`config.mk`:
```
export PLATFORM = sky130hd
export DESIGN_NAME = riscy_mem_arbiter
export DESIGN_NICKNAME = d
export VERILOG_FILES = /design/src/rtl/riscy_mem_arbiter.sv
export SDC_FILE = /design/constraint.sdc
export NUM_CORES = 1
export LEC_CHECK = 0
export CORE_MARGIN = 3
export CORE_UTILIZATION = 37
export DETAILED_ROUTE_END_ITERATION = 8
export GPL_ROUTABILITY_DRIVEN = 0
export PLACE_DENSITY = 0.92
export SLEW_MARGIN = 0
export SYNTH_ARGS = -nofsm -noshare
export SYNTH_HDL_FRONTEND = slang
export SYNTH_SLANG_ARGS = --single-unit
```
`constraint.sdc`:
```
create_clock -name clk_i -period 3.7 [get_ports clk_i]
set_clock_uncertainty 0.2 [all_clocks]
set_input_delay 0.74 -clock clk_i [delete_from_list [all_inputs] [get_ports clk_i]]
set_output_delay 0.74 -clock clk_i [all_outputs]
set_load 0.01 [all_outputs]
```
`src/rtl/riscy_mem_arbiter.sv`:
```
// riscy_mem_arbiter: shares one RAM between NREQ requesters using a fixed IDLE/ACCESS/DONE access sequence.
// Optional macro RISCY_ARB_FIXED_PRIO_EN selects fixed priority (lowest index wins); default is round-robin.
module riscy_mem_arbiter #(
   parameter int NREQ     = 3,
   parameter int AW       = 7,
   parameter int DW       = 32,
   parameter int WAIT_CYC = 1
) (
   input  logic               clk_i,
   input  logic               rst_i,
   input  logic [NREQ-1:0]    req_i,
   input  logic [NREQ-1:0]    we_i,
   input  logic [NREQ*AW-1:0] addr_i,
   input  logic [NREQ*DW-1:0] wdata_i,
   output logic [NREQ-1:0]    gnt_o,
   output logic [NREQ-1:0]    ack_o,
   output logic [DW-1:0]      rdata_o,
   output logic               ram_cs_o,
   output logic               ram_oe_o,
   output logic               ram_we_o,
   output logic [AW-1:0]      ram_addr_o,
   output logic [DW-1:0]      ram_wdata_o,
   input  logic [DW-1:0]      ram_rdata_i,
   output logic               busy_o
);
   localparam int PW = $clog2(NREQ);
   typedef enum logic [1:0] {IDLE, ACCESS, DONE} state_t;
   state_t          state_q;
   logic [3:0]      cnt_q;
   logic            we_q;
   logic [NREQ-1:0] gnt_q, ack_q;
   logic [DW-1:0]   rdata_q, wdata_q;
   logic [AW-1:0]   addr_q;
   logic            cs_q, oe_q, rwe_q;
   logic [PW-1:0]   win_d;
`ifdef RISCY_ARB_FIXED_PRIO_EN
   // lowest-index asserted request wins
   always_comb begin
      win_d = '0;
      for (int i = NREQ - 1; i >= 0; i--)
         if (req_i[i]) win_d = PW'(i);
   end
`else
   logic [PW-1:0] ptr_q, lo_d, hi_d;
   logic          hi_vld_d;
   // round-robin: first request at or above the pointer, else wrap to the lowest request
   always_comb begin
      lo_d     = '0;
      hi_d     = '0;
      hi_vld_d = 1'b0;
      for (int i = NREQ - 1; i >= 0; i--)
         if (req_i[i]) begin
            lo_d = PW'(i);
            if (PW'(i) >= ptr_q) begin
               hi_d     = PW'(i);
               hi_vld_d = 1'b1;
            end
         end
      win_d = hi_vld_d ? hi_d : lo_d;
   end
   // pointer advances past each winner at grant time
   always_ff @(posedge clk_i or posedge rst_i)
      if (rst_i) ptr_q <= '0;
      else if (state_q == IDLE && |req_i) ptr_q <= (win_d == PW'(NREQ - 1)) ? '0 : win_d + 1'b1;
`endif
   // access sequencer: latch winner in IDLE, hold strobes through ACCESS, pulse ACK in DONE
   always_ff @(posedge clk_i or posedge rst_i)
      if (rst_i) begin
         state_q <= IDLE;
         cnt_q   <= '0;
         we_q    <= 1'b0;
         gnt_q   <= '0;
         ack_q   <= '0;
         rdata_q <= '0;
         addr_q  <= '0;
         wdata_q <= '0;
         cs_q    <= 1'b1;
         oe_q    <= 1'b0;
         rwe_q   <= 1'b0;
      end else begin
         ack_q <= '0;
         case (state_q)
            IDLE:
               if (|req_i) begin
                  state_q <= ACCESS;
                  gnt_q   <= NREQ'(1) << win_d;
                  we_q    <= we_i[win_d];
                  addr_q  <= addr_i[win_d*AW +: AW];
                  wdata_q <= wdata_i[win_d*DW +: DW];
                  cnt_q   <= 4'(WAIT_CYC);
                  cs_q    <= 1'b0;
                  oe_q    <= ~we_i[win_d];
                  rwe_q   <= we_i[win_d];
               end
            ACCESS:
               if (cnt_q == '0) begin
                  state_q <= DONE;
                  ack_q   <= gnt_q;
                  gnt_q   <= '0;
                  cs_q    <= 1'b1;
                  oe_q    <= 1'b0;
                  rwe_q   <= 1'b0;
                  if (!we_q) rdata_q <= ram_rdata_i;
               end else cnt_q <= cnt_q - 1'b1;
            DONE:    state_q <= IDLE;
            default: state_q <= IDLE;
         endcase
      end
   assign gnt_o       = gnt_q;
   assign ack_o       = ack_q;
   assign rdata_o     = rdata_q;
   assign ram_cs_o    = cs_q;
   assign ram_oe_o    = oe_q;
   assign ram_we_o    = rwe_q;
   assign ram_addr_o  = addr_q;
   assign ram_wdata_o = wdata_q;
   assign busy_o      = state_q != IDLE;
endmodule

```
After elaboration in Yosys (flattened, before gate mapping)
Cells that the tools add are included.
{ "op_classes": {"addsub": 2, "n_bitwise": 2, "mux": 38, "shifts": 3, "n_reduce_logical": 11, "n_div": 0, "eq_ne": 5, "mul": 1, "magnitude_cmp": 4} }
{ "op_table": {"columns": ["op", "count"], "rows": [
  ["variable part select 96 x 8 -> 32 bit", 1],
  ["two-way mux 2 bit", 13],
  ["variable part select 21 x 6 -> 7 bit", 1],
  ["two-way mux 1 bit", 12],
  ["two-way mux 3 bit", 4],
  ["AND reduction 3 bit", 3],
  ["two-way mux 4 bit", 2],
  ["one-hot mux 4 bit (2 select lines)", 1],
  ["one-hot mux 1 bit (2 select lines)", 3],
  ["one-hot mux 3 bit (2 select lines)", 1],
  ["multiplier 2 x 3 -> 5 bit (second input constant)", 1],
  [">= comparator 1 x 2 -> 1 bit (first input constant)", 2],
  ["logical NOT 4 bit", 1],
  ["!= test 2 bit (second input constant)", 2],
  ["one-hot mux 2 bit (2 select lines)", 1],
  ["AND reduction 2 bit", 2],
  ["nonzero test 2 bit", 2],
  ["subtractor 4 x 1 -> 4 bit (second input constant)", 1],
  ["less-than comparator 2 x 3 -> 1 bit (second input constant)", 1],
  ["OR reduction 3 bit", 1],
  ["<< shifter 1 x 2 -> 3 bit (first input constant)", 1],
  ["adder 2 x 1 -> 2 bit (second input constant)", 1],
  ["binary-select mux 1 bit (select 2 bit)", 1],
  ["equality test 2 x 1 -> 1 bit (second input constant)", 1],
  ["6 further kinds", 7]
]} }
{ "totals": {"latchBits": 0, "memories": 0, "input_bits": 157, "output_inout_bits": 81, "rom_bits": 0, "elab_cells": 78, "ramBits": 0, "reg_bits": 89} }

Logic depth before layout (Yosys ltp)
Gate-level depths: netlist of run 1.
{ "logic_depth": {"ltp_word": 13, "depth_mapped": 7, "ltp_nobuf": 7} }

Worst setup path after synthesis of run 1
Ideal clock, no wire load.
{ "synth_path": {"path_type": "reg-to-reg", "startpoint": "register cnt_q[0]", "endpoint": "register rdata_q[19], in the netlist rdata_o[19]", "arrival_ns": 1.731, "path_slack_ns": 1.644, "synth_period_minus_slack_ns": 2.056, "path_stages_with_launch": 7, "t_required_ns": 3.375, "path_cell_list": "dfrtp_1 > inv_1 > ha_1 > or3b_4 > nor3_4 > buf_6 > mux2_2"} }
{ "synth_via": {"elab_chain_len": 2} }
{ "synth_rtl": {"columns": ["item", "line_no", "rtl"], "rows": [
  ["start, declared", "29", "logic [3:0] cnt_q;"],
  ["start signal, assigned", "90", "cnt_q <= 4'(WAIT_CYC);"],
  ["start signal, assigned", "104", "end else cnt_q <= cnt_q - 1'b1;"],
  ["logical NOT 4 bit", "96", "if (cnt_q == '0) begin"],
  ["AND reduction 3 bit (no source line)", null, null],
  ["end signal, assigned", "103", "if (!we_q) rdata_q <= ram_rdata_i;"],
  ["end, declared", "32", "logic [DW-1:0] rdata_q, wdata_q;"]
]} }
Every way passes these cells.
A chain may end at the register's enable or synchronous reset.

Final worst setup path of run 1
{ "layout_path": {"startpoint": "input port req_i[2]", "endpoint": "register wdata_q[12], in the netlist ram_wdata_o[12]"} }
{ "layout_via": {"elab_chain_len": 7} }
{ "layout_rtl": {"columns": ["item", "line_no", "rtl"], "rows": [
  ["start, declared", "11", "input logic [NREQ-1:0] req_i,"],
  ["two-way mux 2 bit or two-way mux 1 bit (tied branches)", "52", "if (req_i[i]) begin"],
  ["two-way mux 2 bit or two-way mux 1 bit (tied branches)", "54", "if (PW'(i) >= ptr_q) begin"],
  ["two-way mux 2 bit or two-way mux 1 bit (tied branches)", "52", null],
  ["two-way mux 2 bit or two-way mux 1 bit (tied branches)", "54", null],
  ["two-way mux 2 bit or two-way mux 1 bit (tied branches)", "52", null],
  ["two-way mux 2 bit", "59", "win_d = hi_vld_d ? hi_d : lo_d;"],
  ["variable part select 96 x 8 -> 32 bit", "89", "wdata_q <= wdata_i[win_d*DW +: DW];"],
  ["end signal, assigned", "89", null],
  ["end, declared", "32", null]
]} }
Several ways; a longest one is shown, not always the timed one.

==> results of run 1 <==
cells in the final DEF, fill, tap and decap left out, types with 4 or more instances in the layout:
cell,count
a21o_1,4
a22oi_1,78
buf_4,7
clkbuf_8,11
clkdlybuf4s50_1,237
dfrtp_1,88
inv_1,4
mux2_2,32
nand2_1,6
nor2_1,5
o21ai_0,33
o21ai_1,10
per-layer routing:
| metal | vias up | GRT usage [%] | share of wire (%) |
|---|---|---|---|
| met3 | 23 | 6.81 | 10 |
| met2 | 229 | 35.9 | 50 |
| met4 | 0 | 8.30 | 2.2 |
| met1 | 1719 | 24.1 | 38 |
| met5 | - | 0 | 0 |
| li1 | 1669 | - | - |
registers in the layout, summed over array words and instances, names as in the netlist:
register,count
gnt_o,3
ram_cs_o,1
ram_addr_o,7
ptr_q,2
ram_oe_o,1
ack_o,3
we_q,1
cnt_q,4
state_q,2
ram_we_o,1
rdata_o,32
ram_wdata_o,32
worst min path at each step:
| stage | from | endpoint | slack [ps] |
|---|---|---|---|
| after floorplan | ptr_q[1] | ptr_q[1] | 270 |
| after global placement | rdata_o[24] | rdata_o[24] | 270 |
| after detailed placement | rdata_o[24] | rdata_o[24] | 280 |
| after CTS | rdata_o[24] | rdata_o[24] | 300 |
| after global routing | rdata_o[23] | rdata_o[23] | 310 |
| final | rdata_o[24] | rdata_o[24] | 290 |
power by group through the flow:
| stage | combinational, mW | clock, mW | sequential [mW] |
|---|---|---|---|
| after detailed placement | 2.28 | 0 | 1.71 |
| after floorplan | 0.890 | 0 | 1.85 |
| after global routing | 2.44 | 0.719 | 1.74 |
| final | 2.25 | 0.653 | 1.69 |
| after global placement | 2.19 | 0 | 1.69 |
| after CTS | 2.28 | 0.680 | 1.70 |
logic make-up (layout without fill, tap and decap cells):
logic type | Yosys count | count (layout) | share of synthesized area (%)
compound gates | 135 | 135 | 23.6
xor+xnor | 2 | 2 | 0.451
fa+ha+maj | 1 | 1 | 0.322
buf+inv | 29 | 265 | 3.84
flops | 89 | 89 | 57.4
mux | 34 | 34 | 9.86
simple gates | 29 | 29 | 4.54
critical path, delay by kind of cell:
family                 cells  cell delay [ps]
AO/OA/AOI/OAI              3              440
buffers and inverters      2              920
AND/OR/NAND/NOR            2              930
stage by stage:
stage | setup slack (ps) | total power, mW | cells | util [%]
after floorplan | 455 | 2.74 | 319 | -
after global placement | 504 | 3.88 | 673 | 63.8
after detailed placement | 366 | 3.98 | 673 | 63.8
after CTS | 757 | 4.65 | 688 | 65.8
after global routing | 557 | 4.90 | 688 | 65.8
final | 707 | 4.60 | 688 | 65.8
layout make-up:
cell class / instances / area [um^2]
Clock buffer: 12 / 155
Clock inverter: 3 / 40.0
Fill cell: 751 / 3420
Inverter: 5 / 20.0
Multi-Input combinational cell: 201 / 1520
Sequential cell: 89 / 2230
Tap cell: 133 / 166
Timing Repair Buffer: 245 / 2440
==> flow_metrics.tcl, run 1 <==
set metrics [dict create \
    critPathArrivalTime_ps 3040 \
    power_density_mw_per_mm2 699 \
    cts_setup_buffers 0 \
    synth_top_area_share_pct 56.7 \
    r2r_cells 6 \
    synth-seq-cells 89 \
    r2r_start "state_q[1]" \
    antenna-diode-count 0 \
    dpl.hpwl_um 9670 \
    area_growth_pct 69.4 \
    h-tree-depth 3 \
    critPathCapture "ram_wdata_o[12]" \
    clk_path_buf_depth 2 \
    slowest_stage "nor3_4" \
    syn_area_mm2 0.00388 \
    vias 3640 \
    worstReg2RegEnd "ram_wdata_o[12]" \
    switching_share_pct 33.4 \
    maxSlewHeadroom_pct 42.8 \
    p_sw_mw 1.54 \
    die_y_um 108 \
    startpoint "req_i[2]" \
    ys_async_sr_fraction_pct 100 \
    vias_per_cell 5.29 \
    syn_nets 477 \
    yosysMostFrequentCell "dfrtp_1" \
    fin_crit_ps 2990 \
    path_common_cell "o21ai_0" \
    status "completed" \
    finalNetCount 709 \
    synth_edf_count 0 \
    worst-slew-pin-transition_ps 855 \
    layout-drive-gt1-share_pct 11.2 \
    root_buffer "clkbuf_8" \
    ir_worst_vdd_uv 329 \
    p_leak_nw 2.70 \
    die-area_mm2 0.0118 \
    gr-usage-all-layers_pct 20.9 \
    initialDrtViolationCount 229 \
    timing.hold.ws_ps 291 \
    setup_violations 0 \
    netlist_top_cells_count "88 x dfrtp_1, 78 x a22oi_1, 33 x o21ai_0" \
    max_stage_delay_ps 690 \
    ant_nets 0 \
    worstPathMaxFanout 22 \
    dpl_cell_area_mm2 0.00638 \
    clock_power_share_pct 14.2 \
    fmax_mhz 334 \
    ios 238 \
    design_area_mm2 0.00658 \
    netlist_top_cells_area "dfrtp_1 57%, a22oi_1 15%, mux2_2 9.3%" \
    wire_per_inst_um 18.4 \
    required_ps 3750 \
    grt_max_degree 83 \
    fin_crit_sh_pct 80.9 \
    maxCapViolCount 0 \
    tritoncts "built" \
    ys.flop_type "dfrtp_1" \
    clk_pin_slew_ps 80 \
    yosys.area.top_type "dfrtp_1" \
    hold_buffers 0 \
    die_w_um 108 \
    seq_area_frac_synth_pct 57.4 \
    drc 0 \
    seqPwrFrac_pct 36.8 \
    cts_resized 0 \
    initial_core_util_pct 38.8 \
    slew_violations 0 \
    synth_cell_types 38 \
    cts.sinks 89 \
    rsz0062_at_grt "no" \
    reg2reg_setup_slack_ps 1180 \
    syn_area_per_cell_um2 12.2 \
    worst-setup-path-type "input pin to register" \
    hold_depth 1 \
    grt_pass1_wl_um 19100 \
    wl_um 12700 \
    p_int_mw 3.06 \
    hold_violations 0 \
    path_cells "clkdlybuf4s50_1 -> nor2_1 -> o21ai_0 -> nor3_4 -> buf_4 -> a22oi_1 -> o21ai_0" \
    gr-total-overflow 0 \
    tns_ps 0 \
    cp-end-kind "register" \
    clock_latency_ps 330 \
    grt_pass1_vias 3823 \
    synthCells 319 \
    pwr-share-comb_pct 48.9 \
    antenna_found_initial 0 \
    min_path_type "register to register" \
    cts_buffers 9 \
    first_pass_iters 4 \
    critPathLaunchType "input pin" \
    io_buffer_count 237 \
    placementRows 36 \
    core_mm2 0.0100 \
    yosysWarnings 0 \
]
(Power assumes the default switching activity.)
==> inputs of run 2 (changes only) <==
Settings changed: CORE_UTILIZATION 37 to 34, PLACE_DENSITY 0.92 to 0.9.
Clock period 3.7 ns to 2.7 ns, I/O delays scaled along.
==> run 2 against run 1 <==
Against the previous run: clock power is 68% higher; critical path type is now register to primary output; setup slack worse by 290 ps; critical path depth is 4 lower; sequential power is 37% higher; first-iteration DRC count is 19% lower; total power is 43% higher; final cell count is 1.3% higher; wire length is 2.0% lower; via count is 0.71% lower; register-to-register slack worse by 750 ps.
==> flow_metrics.tcl, run 2 (synthesis gave the netlist of run 1 again) <==
set metrics [dict create \
    status "completed" \
    wire_per_inst_um 17.8 \
    die_w_um 113 \
    critPathArrivalTime_ps 1540 \
    die-area_mm2 0.0127 \
    min_path_type "register to register" \
    tns_ps 0 \
    wl_um 12400 \
    layout_common_cells "237 x clkdlybuf4s50_1, 88 x dfrtp_1, 78 x a22oi_1, 33 x o21ai_0, 32 x mux2_2" \
    ant_nets 0 \
    rsz0062_at_grt "no" \
    fin_crit_ps 2280 \
    cts.sinks 89 \
    clk_path_buf_depth 2 \
    hold_buffers 0 \
    placementRows 38 \
    die_y_um 113 \
    setup_violations 0 \
    grt_pass1_vias 3828 \
    setup_slack_ps 420 \
    final_common_cell "clkdlybuf4s50_1" \
    vias 3614 \
    core_mm2 0.0110 \
    antenna_found_initial 0 \
    worst-setup-path-type "register to primary output" \
    worstPathMaxFanout 5 \
    maxSlewHeadroom_pct 67.8 \
    initial_core_util_pct 35.3 \
    grt_max_degree 90 \
    critPathLaunchType "register" \
    slew_violations 0 \
    layout-drive-gt1-share_pct 10.8 \
    drc 0 \
    grt_pass1_wl_um 19700 \
    fmax_mhz 439 \
    dpl.hpwl_um 9530 \
    cts_resized 0 \
    maxCapViolCount 0 \
    first_pass_iters 5 \
    ios 238 \
    power_density_mw_per_mm2 976 \
    n_fill_cell 836 \
    gr-usage-all-layers_pct 19.5 \
    fin_crit_sh_pct 84.4 \
    root_buffer "clkbuf_16" \
    cts_setup_buffers 0 \
    p_leak_nw 2.74 \
    area_growth_pct 72.9 \
    clock_latency_ps 320 \
    finalNetCount 710 \
    hold_violations 0 \
    io_buffer_count 237 \
    h-tree-depth 3 \
    antenna-diode-count 0 \
    clk_pin_slew_ps 60 \
    ir_worst_vdd_uv 504 \
    cp-end-kind "primary output" \
    cts_buffers 9 \
    worst-slew-pin-transition_ps 484 \
    tritoncts "built" \
    vias_per_cell 5.19 \
    required_ps 1960 \
    pre_cts_ws_ps 163 \
    gr-total-overflow 0 \
    initialDrtViolationCount 185 \
]
==> run 2: area by class of cell <==
cell class              instances  area [um^2]  area share, %
clock inverters                 1         5.00         0.0746
repair buffers                246         2500           37.3
flip-flops and latches         89         2230           33.2
inverters                       5         22.5          0.336
clock buffers                  15          258           3.84
multi-input cells             201         1520           22.7
well taps                     140          175           2.61
==> run 2: metal layers <==
layer,part of all wire [%],up-vias,track usage (%),wire length (um)
li1,-,1681,-,-
met1,40,1698,23.6,4940
met2,49,213,33.1,6070
met3,9.1,22,5.13,1130
met4,2.2,0,7.61,272
met5,0,-,0,0
==> run 2: power by group <==
| group | leakage, nW | switching [mW] | internal (mW) | total [mW] |
|---|---|---|---|---|
| Sequential | 1.11 | 0.370 | 1.95 | 2.32 |
| Clock | 0.128 | 0.450 | 0.649 | 1.10 |
| Combinational | 1.50 | 1.32 | 1.81 | 3.13 |
| Total | 2.74 | 2.14 | 4.41 | 6.55 |
==> run 2: path summary, 6_finish.rpt <==
check	slack (ps)	cells past startpoint	from	end
min in group asynchronous	480	3	rst_i	rdata_o[30]
max in group asynchronous	1410	3	rst_i	ram_cs_o
hold reg to reg	300	1	rdata_o[24]	rdata_o[24]
setup / recovery	420	3	state_q[1]	busy_o
hold / removal	300	1	rdata_o[24]	rdata_o[24]
setup reg to reg	430	6	cnt_q[0]	rdata_o[21]
==> run 2: stage by stage <==
stage / cell area (um^2) / utilization [%] / hold WS (ps) / power [mW] / std cells
2_1_floorplan: 3890 / - / 268 / 3.75 / 319
3_3_place_gp: 6450 / 58.7 / 268 / 5.37 / 681
3_5_place_dp: 6450 / 58.7 / 291 / 5.51 / 681
4_1_cts: 6710 / 61.1 / 305 / 6.64 / 697
5_1_grt: 6710 / 61.1 / 320 / 6.99 / 697
6_report: 6710 / 61.1 / 298 / 6.55 / 697
==> run 2: worst max-delay path: stages (launching register included) <==
cell and delay [ps]:
dfrtp_1 400, nor2_2 270, inv_1 70, clkdlybuf4s50_1 480
==> inputs of run 3 (changes only) <==
Clock period 2.7 ns to 1.9 ns, I/O delays scaled along.
==> run 3 against run 2 <==
Against the previous run: the run now ends with negative setup slack left; critical path depth grew 4; hold slack lost 6.4 ps; final area grew 8.6%; total power grew 61%; combinational power grew 65%; setup slack lost 660 ps; critical path type is now register to register; largest cell class unchanged.
==> flow_metrics.tcl, run 3 (synthesis gave the netlist of run 1 again) <==
set metrics [dict create \
    fmax_mhz 468 \
    fin_crit_ps 2140 \
    core_mm2 0.0110 \
    layout-drive-gt1-share_pct 18.1 \
    cp-end-kind "register" \
    worstPathMaxFanout 16 \
    wire_per_inst_um 19.7 \
    cts.sinks 89 \
    clk_path_buf_depth 2 \
    antenna-diode-count 0 \
    p_leak_nw 3.02 \
    worst-slew-pin-transition_ps 390 \
    setup_slack_ps -239 \
    layoutNonFillerInstCount 725 \
    critPathLaunchType "register" \
    placementRows 38 \
    die_y_um 113 \
    required_ps 1910 \
    r2r_cells 7 \
    n_fill_cell 765 \
    layout_common_cells "233 x clkdlybuf4s50_1, 86 x dfrtp_1, 77 x a22oi_1, 30 x o21ai_0, 20 x buf_4" \
    regArea_mm2 0.00223 \
    hold_buffers 0 \
    finalNetCount 738 \
    slew_violations 0 \
    tns_ps -7910 \
    area_growth_pct 87.7 \
    drc 0 \
    tritoncts "built" \
    max_stage_delay_ps 400 \
    antenna_found_initial 0 \
    ir_worst_vdd_uv 809 \
    first_pass_iters 5 \
    reg2reg_setup_slack_ps -240 \
    clk_pin_slew_ps 70 \
    root_buffer "clkbuf_16" \
    cts_buffers 9 \
    die-area_mm2 0.0127 \
    maxCapViolCount 0 \
    initialDrtViolationCount 241 \
    worstReg2RegEnd "rdata_o[13]" \
    ant_nets 0 \
    ios 238 \
    status "finished with violations" \
    slowest_stage "or3b_4" \
    critPathArrivalTime_ps 2150 \
    wl_um 14300 \
    violations "negative setup slack" \
    min_path_type "input pin to asynchronous set/reset pin" \
    dpl.hpwl_um 9710 \
    io_buffer_count 237 \
    maxSlewHeadroom_pct 73.8 \
    fin_crit_sh_pct 113 \
    setup_violations 44 \
    die_w_um 113 \
    multi_input_area_mm2 0.00165 \
    rsz0062_at_grt "yes" \
    initial_core_util_pct 35.3 \
    gr-usage-all-layers_pct 20.0 \
    grt_pass1_wl_um 20200 \
    gr-total-overflow 0 \
    power_mw 10.6 \
    worst-setup-path-type "register to register" \
    grt_max_degree 64 \
    vias_per_cell 5.34 \
    final_common_cell "clkdlybuf4s50_1" \
    hold_violations 0 \
    clock_latency_ps 330 \
    grt_pass1_vias 3918 \
    r2r_start "cnt_q[0]" \
    placed_cells 693 \
    pre_cts_ws_ps -362 \
    vias 3870 \
    h-tree-depth 3 \
    power_density_mw_per_mm2 1450 \
    path_cells "inv_2 -> ha_4 -> or3b_4 -> nor3_4 -> buf_4 -> buf_12 -> mux2_2" \
]
run 3: cell types whose count changed in the layout (fill, tap and decap cells not counted), moves of 3 or more:
cell / delta
mux2_4: +17
buf_4: +16
mux2_2: -16
buf_12: +5
clkbuf_1: -4
clkdlybuf4s50_1: -4
buf_6: +3
bufinv_16: +3
clkbuf_16: +3
dlygate4sd2_1: +3
o21ai_0: -3
run 3: worst max-delay path by stage:
stage / start / end / slack (ps)
CTS: cnt_q[0] / rdata_o[23] / -200
detailed placement: req_i[2] / ram_addr_o[4] / -360
global route: cnt_q[0] / rdata_o[27] / -300
floorplan: cnt_q[0] / rdata_o[19] / -160
finish: cnt_q[0] / rdata_o[13] / -240
global placement: req_i[2] / ram_wdata_o[19] / -270
run 3: power by group:
part | switching [mW] | internal, mW | total, mW
registers | 0.567 | 2.78 | 3.35
clock network | 0.706 | 1.36 | 2.07
logic | 2.10 | 3.05 | 5.16
total | 3.38 | 7.19 | 10.6
run 3: critical path, delay by kind of cell (launching register included):
kind	cells	cell delay [ps]
and+or+nand+nor	2	550
buffers and inverters	3	390
muxes	1	350
adders and majority gates	1	130
DFF	1	390
run 3: layout make-up:
type                            count  area share (%)
Timing Repair Buffer              274            39.2
Sequential cell                    89            30.6
Multi-Input combinational cell    201            22.6
Clock buffer                       12            3.52
Tap cell                          140            2.40
Clock inverter                      4            1.36
Inverter                            5           0.309
run 3: repair_timing:
action | CTS | global route
pin swaps | 3 | 7
setup endpoints to repair | 43 | 75
cloned | 1 | 4
setup buffers | 3 | 8
resized for setup | 11 | 37
run 3: stage by stage:
| step | hold WS [ps] | util (%) | instance area [um^2] |
|---|---|---|---|
| 2_1_floorplan | 268 | - | 3890 |
| 3_3_place_gp | 269 | 59.9 | 6580 |
| 3_5_place_dp | 284 | 59.9 | 6580 |
| 4_1_cts | 297 | 63.7 | 6990 |
| 5_1_grt | 311 | 66.3 | 7290 |
| 6_report | 291 | 66.3 | 7290 |
run 3: layer usage:
| layer | up-vias | share of wire (%) | global-route usage [%] |
|---|---|---|---|
| li1 | 1734 | - | - |
| met1 | 1882 | 39 | 24.1 |
| met2 | 228 | 51 | 34.4 |
| met3 | 26 | 8.4 | 4.87 |
| met4 | 0 | 2.3 | 7.93 |
| met5 | - | 0 | 0 |
